[config.mk]
export PLATFORM = sky130hd
export DESIGN_NAME = event_debouncer
export DESIGN_NICKNAME = d
export VERILOG_FILES = /design/src/rtl/event_debouncer.sv
export SDC_FILE = /design/constraint.sdc
export NUM_CORES = 1
export LEC_CHECK = 0
export ABC_AREA = 1
export BUFFER_PORTS_ARGS = -buffer_cell sky130_fd_sc_hd__buf_2
export CORE_UTILIZATION = 40
export DETAILED_ROUTE_END_ITERATION = 7
export GPL_TIMING_DRIVEN = 0
export PLACE_DENSITY = 0.57
export SLEW_MARGIN = 20
export SYNTH_ARGS = -nofsm -noshare
export SYNTH_HDL_FRONTEND = slang
export SYNTH_SLANG_ARGS = --single-unit
[constraint.sdc]
create_clock -name clk -period 3.1 [get_ports clk]
set_input_delay 0.465 -clock clk [delete_from_list [all_inputs] [get_ports clk]]
set_output_delay 0.465 -clock clk [all_outputs]
set_load 0.01 [all_outputs]
[src/rtl/event_debouncer.sv]
// N-channel debouncer: synchroniser, per-channel settle FSM/timer, press/release pulses.
// Optional long-press hold counters are built when DEBOUNCE_LONG_PRESS_EN is defined.
module event_debouncer #(
  parameter int    WIDTH         = 4,
  parameter string POLARITY      = "LOW",
  parameter int    SYNC_STAGES   = 2,
  parameter int    TIMEOUT       = 50000,
  parameter int    TIMEOUT_WIDTH = 16,
  parameter int    LONG_COUNT    = 1000,
  parameter int    LONG_WIDTH    = 26
) (
  input  logic             clk,
  input  logic             reset,
  input  logic [WIDTH-1:0] data_in,
  output logic [WIDTH-1:0] data_out,
  output logic [WIDTH-1:0] press_pulse,
  output logic [WIDTH-1:0] release_pulse,
  output logic [WIDTH-1:0] long_press,
  output logic             event_any
);

  // state  | meaning
  // STABLE | sync_n matches data_out, timer idle
  // SETTLE | sync_n differs, timer counting towards commit
  typedef enum logic {STABLE, SETTLE} state_t;

  localparam logic IDLE_PIN = (POLARITY == "LOW") ? 1'b1 : 1'b0;
  localparam logic [TIMEOUT_WIDTH-1:0] TIMER_LAST = TIMEOUT_WIDTH'(TIMEOUT - 1);

  if (SYNC_STAGES < 2) begin : g_bad_sync
    $error("SYNC_STAGES must be at least 2");
  end
  if (TIMEOUT < 2 || 64'(TIMEOUT) >= (64'd1 << TIMEOUT_WIDTH)) begin : g_bad_timeout
    $error("TIMEOUT must be >= 2 and fit in TIMEOUT_WIDTH bits");
  end
  if (POLARITY != "LOW" && POLARITY != "HIGH") begin : g_bad_pol
    $error("POLARITY must be LOW or HIGH");
  end
  if (LONG_COUNT < 1 || LONG_WIDTH < 1) begin : g_bad_long
    $error("LONG_COUNT and LONG_WIDTH must be positive");
  end

  logic [WIDTH-1:0]         sync_q [SYNC_STAGES];
  logic [WIDTH-1:0]         sync_d [SYNC_STAGES];
  logic [WIDTH-1:0]         sync_n;
  state_t                   state_q [WIDTH];
  state_t                   state_d [WIDTH];
  logic [TIMEOUT_WIDTH-1:0] timer_q [WIDTH];
  logic [TIMEOUT_WIDTH-1:0] timer_d [WIDTH];
  logic [WIDTH-1:0]         level_q, level_d;
  logic [WIDTH-1:0]         press_q, press_d;
  logic [WIDTH-1:0]         release_q, release_d;

  assign sync_n = (POLARITY == "LOW") ? ~sync_q[SYNC_STAGES-1] : sync_q[SYNC_STAGES-1];

  always_comb begin
    sync_d[0] = data_in;
    for (int s = 1; s < SYNC_STAGES; s++) sync_d[s] = sync_q[s-1];
  end

  // A reversion is checked before the terminal count, so it also aborts the commit edge.
  always_comb begin
    level_d   = level_q;
    press_d   = '0;
    release_d = '0;
    for (int i = 0; i < WIDTH; i++) begin
      state_d[i] = state_q[i];
      timer_d[i] = timer_q[i];
      case (state_q[i])
        STABLE: begin
          if (sync_n[i] != level_q[i]) begin
            state_d[i] = SETTLE;
            timer_d[i] = '0;
          end
        end
        SETTLE: begin
          if (sync_n[i] == level_q[i]) begin
            state_d[i] = STABLE;
          end else if (timer_q[i] == TIMER_LAST) begin
            state_d[i]   = STABLE;
            level_d[i]   = sync_n[i];
            press_d[i]   = sync_n[i];
            release_d[i] = ~sync_n[i];
          end else begin
            timer_d[i] = timer_q[i] + 1'b1;
          end
        end
        default: state_d[i] = STABLE;
      endcase
    end
  end

  always_ff @(posedge clk or posedge reset) begin
    if (reset) begin
      for (int s = 0; s < SYNC_STAGES; s++) sync_q[s] <= {WIDTH{IDLE_PIN}};
      for (int i = 0; i < WIDTH; i++) begin
        state_q[i] <= STABLE;
        timer_q[i] <= '0;
      end
      level_q   <= '0;
      press_q   <= '0;
      release_q <= '0;
    end else begin
      for (int s = 0; s < SYNC_STAGES; s++) sync_q[s] <= sync_d[s];
      for (int i = 0; i < WIDTH; i++) begin
        state_q[i] <= state_d[i];
        timer_q[i] <= timer_d[i];
      end
      level_q   <= level_d;
      press_q   <= press_d;
      release_q <= release_d;
    end
  end

  assign data_out      = level_q;
  assign press_pulse   = press_q;
  assign release_pulse = release_q;
  assign event_any     = |(press_q | release_q);

`ifdef DEBOUNCE_LONG_PRESS_EN
  if (64'(LONG_COUNT) * 64'(TIMEOUT) >= (64'd1 << LONG_WIDTH)) begin : g_bad_hold
    $error("LONG_COUNT*TIMEOUT must fit in LONG_WIDTH bits");
  end

  localparam logic [LONG_WIDTH-1:0] HOLD_MAX = LONG_WIDTH'(LONG_COUNT * TIMEOUT);

  logic [LONG_WIDTH-1:0] hold_q [WIDTH];
  logic [LONG_WIDTH-1:0] hold_d [WIDTH];
  logic [WIDTH-1:0]      long_q, long_d;

  // Hold count is cleared on the rising commit so it reads k exactly k cycles later.
  always_comb begin
    long_d = '0;
    for (int i = 0; i < WIDTH; i++) begin
      if (!level_d[i] || !level_q[i])  hold_d[i] = '0;
      else if (hold_q[i] == HOLD_MAX)  hold_d[i] = hold_q[i];
      else                             hold_d[i] = hold_q[i] + 1'b1;
      long_d[i] = level_d[i] && (hold_d[i] == HOLD_MAX);
    end
  end

  always_ff @(posedge clk or posedge reset) begin
    if (reset) begin
      for (int i = 0; i < WIDTH; i++) hold_q[i] <= '0;
      long_q <= '0;
    end else begin
      for (int i = 0; i < WIDTH; i++) hold_q[i] <= hold_d[i];
      long_q <= long_d;
    end
  end

  assign long_press = long_q;
`else
  assign long_press = '0;
`endif

endmodule

---- Word-level counts from Yosys, hierarchy flattened ----
Index checks and enable logic that the tools add are counted.
storage, ports and cells
  word-level logic and storage cells ...... 123
  flip-flop bits (word level) ............. 88
  input bits .............................. 6
operators by class
  add/subtract/negate cells ............... 4
  equal/unequal tests ..................... 24
  muxes and demuxes ....................... 56
  bitwise logic cells ..................... 14
  reduce and logical (&&, ||, !) cells .... 9
operators with widths
  operator               count
  $mux 16                12
  $pmux 16 s2            4
  $add 16x1->16 const B  4
  $eq 16x16->1 const B   4
  $mux 1                 36
  $ne 2x2->1 const B     12
  $reduce_and 3->1       8
  $not 1->1              12
  $pmux 1 s2             4
  $eq 1x1->1             4
  $ne 1x1->1             4
  $not 4->4              1
  $or 4x4->4             1
  $reduce_or 4->1        1

---- Logic depth before layout (Yosys ltp) ----
  depth in word-level cells ............... 5
  depth in mapped cells ................... 9
  depth with buffers taken out ............ 9

---- Worst setup path after synthesis ----
Ideal clock, no wire load.
  path kind ............................... register to register
  from .................................... register timer_q[48] in the netlist's numbering
  to ...................................... register timer_q[55] in the netlist's numbering
  required time ........................... 3.034 ns
  buffers on the path ..................... 1
  slack ................................... 1.720 ns
  stages on the path, launching flop included .. 8
  arrival time ............................ 1.314 ns
  clock period less this slack ............ 1.380 ns
  cell sequence ........................... dfrtp_1 ha_1 nand3_2 nor2_1 a21oi_2 buf_2 nand3_1 nand2_1
on the way
  longest elaborated chain between the ends .. 4
  elaborated cells between the ends (all ways) .. 7
ends and longest elaborated chain
  what                              RTL line  RTL
  start: declaration                48        logic [TIMEOUT_WIDTH-1:0] timer_q [WIDTH];
  start signal: indexed assignment  107       timer_q[i] <= timer_d[i];
  $add 16x1->16                     85        timer_d[i] = timer_q[i] + 1'b1;
  $mux 16                           79        end else if (timer_q[i] == TIMER_LAST) begin
  $mux 16                           77        if (sync_n[i] == level_q[i]) begin
  $pmux 16 s2                       69        case (state_q[i])
Parallel ways exist; a longest one is shown, timed or not. The select of a mux whose other input is x is not followed.
A chain may end at the register's enable or synchronous reset.

---- Final worst setup path ----
  from .................................... register release_q[3], in the netlist release_pulse[3]
  to ...................................... output port event_any
on the way
  longest elaborated chain between the ends .. 2
ends and longest elaborated chain
  what                      RTL line  RTL
  start: declaration        52        logic [WIDTH-1:0] release_q, release_d;
  start signal: assignment  111       release_q <= release_d;
  $or 4x4->4                118       assign event_any = |(press_q | release_q);
  $reduce_or 4->1           118
  end: declaration          19        output logic event_any
No other way between the ends.

==> results.cfg <==
[synth]
syn_inst = 717
async_flop_share = 1.00
synth_top_family_by_area = simple AND/OR/NAND/NOR gates
synth_top_area_share = 0.388
ys_ff_latch = 88
synth_edf_count = 0
synthFlopType = dfrtp_1
syn_area_um2 = 5160
synth_compound_area_frac = 0.0369
yosysUniqueCellTypes = 30
yosysMostFrequentCell = nand2_1
muxShareOfSynthArea = 0
ys_top_cells_by_count = nand2_1 (233), nand3_1 (129), nor2_1 (88)
yosys_warnings = 0
yosys.area.top_type = dfrtp_1
avgSynthCellArea_um2 = 7.20
synthAdderAreaFrac = 0.00970
yosys.area_share.simple = 0.428
synthXorXnorAreaFrac = 0.0170
ys_seq_area_frac = 0.429
synthTopCellsByArea = dfrtp_1 (39%), nand2_1 (17%), nand3_1 (13%)

[clocking]
post_cts_buffers = 0
cts_sinks = 88
clock_latency_ns = 0.35
clockBufferDepth = 2
cts_root_buf = clkbuf_16
cts_tree = yes
cts_buffers = 9
cts_resized = 0
htreeDepth = 3
hold_buffers = 0
path_clk_slew_ns = 0.07

[route]
drt_iter0_markers = 344
vias = 4530
first_pass_iters = 4
wl_per_cell_um = 12.0
viasPerCell = 4.89
drc = 0
totalWireLength_um = 11200
ant_nets = 0

[sta]
period_minus_slack_ns = 1.70
fin_ws_ns = 1.40
slew_headroom = 0.568
max_freq_mhz = 588
finalHoldViolCount = 0
setup_violations = 0
drv_slew = 0
finalCritPeriodShare = 0.549
tightest_slew_ns = 0.647
hold_ws_ns = 0.208
rsz0062_at_grt = no
skew_ns = 0.00887

[pwr]
p_leak_nw = 2.99
p_total_mw = 2.59
power_density_nw_per_um2 = 447
peakVddDrop_uv = 279

[setup_path]
crit_type = register to output port
critPathRequiredTime_ns = 2.63
crit_fanout = 2
worst_path_largest_cell_delay_ns = 0.42
crit_slowest_cell = dfrtp_1
worstSetupStartpointType = register
end_kind = output port
crit_arrival_ns = 1.24
crit_chain = nor4_1 > nand2_1 > buf_2

[finish]
fillers = 1304
finalNonFillerCells = 927
antennaDiodeCount = 0
final_area_um2 = 5790
finalNetCount = 760
synthToLayoutAreaGrowth_pct = 12.2
drive_above_1_share = 0.121

[min_path]
hp-class = input port to async pin

[floorplan]
num_rows = 41
die_x_um = 116
io_pins = 23
coreArea_um2 = 12600
initial_core_util = 0.409
dieHeight_um = 116
die-area_um2 = 13400

[placed_design]
io_buffer_count = 18
placed_cells = 911
pre_cts_slack_ns = 1.46
dp_hpwl_um = 8100
place_congestion = 0.866
dpl_cell_area_um2 = 5500

[run]
drv_cap = 0

[status]
status = complete, no violations

[grt]
grt_pass1_wl_um = 19500
grtUsageTotal = 0.186
grt_max_degree = 53
grt_pass1_vias = 4225
antenna_found_initial = 0
grt_overflow_total = 0
## sequential cells by signal, indices dropped and copies added, names as in the netlist
register,flops
press_pulse,4
sync_q,4
sync_d,4
timer_q,64
state_q,4
release_pulse,4
data_out,4
## path summary, 6_finish.rpt
path | from | to | slack (ns) | cells past startpoint
worst max register to register | sync_q[0]$_DFF_PP1_ | timer_q[51]$_DFFE_PP0P_ | 1.45 | 7
max in group asynchronous | reset | sync_q[2]$_DFF_PP1_ | 2.20 | 3
worst max-delay path | release_pulse[3]$_DFF_PP0_ | event_any | 1.40 | 3
min in group clk | data_in[0] | sync_d[0]$_DFF_PP1_ | 0.21 | 1
worst min register to register | sync_d[2]$_DFF_PP1_ | sync_q[2]$_DFF_PP1_ | 0.36 | 0
worst min-delay path | reset | timer_q[62]$_DFFE_PP0P_ | 0.21 | 2
## worst max-delay path: cells and delay by family (launching register included)
family                 cells  cell delay (ns)
buffers and inverters      1             0.14
AND/OR/NAND/NOR            2             0.33
flip-flops                 1             0.42
## kinds of logic after synthesis
group | after synthesis
compound gates | 27
fa+ha+maj | 4
flops | 88
buf+inv | 88
other cells | 1
xor+xnor | 10
simple gates | 499
## through the flow
stage	utilization	setup TNS, ns
floorplan	-	0
global placement	0.434	-61.34
detailed placement	0.436	0
CTS	0.459	0
global route	0.459	0
finish	0.459	0
## final cells by class
class | count | area [µm²] | share of cell area
Multi-Input combinational cell | 544 | 2550 | 0.440
Sequential cell | 88 | 2210 | 0.382
Inverter | 71 | 269 | 0.0464
Clock buffer | 11 | 253 | 0.0436
Tap cell | 172 | 215 | 0.0372
Buffer | 17 | 141 | 0.0244
Timing Repair Buffer | 19 | 110 | 0.0190
Clock inverter | 5 | 40.0 | 0.00691
## layout by cell type, fill, tap and decap left out, drive strengths merged, types with 4 or more instances in the layout
master | netlist | routed
nand3 | 133 | 133
dfstp | 8 | 8
clkbuf | 3 | 14
nor2 | 90 | 90
conb | 1 | 4
or2 | 6 | 6
nand2 | 245 | 245
nand4 | 20 | 20
a21oi | 8 | 8
xor2 | 10 | 10
o21bai | 15 | 15
ha | 4 | 4
inv | 71 | 72
buf | 14 | 33
dfrtp | 80 | 80
## routing by layer
metal	global-route usage	part of all wire	vias up
li1	-	-	2369
met3	0.0361	0.028	15
met4	0.0736	0.018	0
met2	0.291	0.45	55
met1	0.253	0.51	2091
met5	0	0	-
## where the power goes
group | leakage [nW] | total [mW] | internal, mW | switching [mW]
clock network | 0.134 | 1.06 | 0.591 | 0.471
logic | 1.67 | 0.261 | 0.0901 | 0.171
registers | 1.19 | 1.26 | 1.21 | 0.0538
No activity file was read; power rests on OpenSTA's default activity.
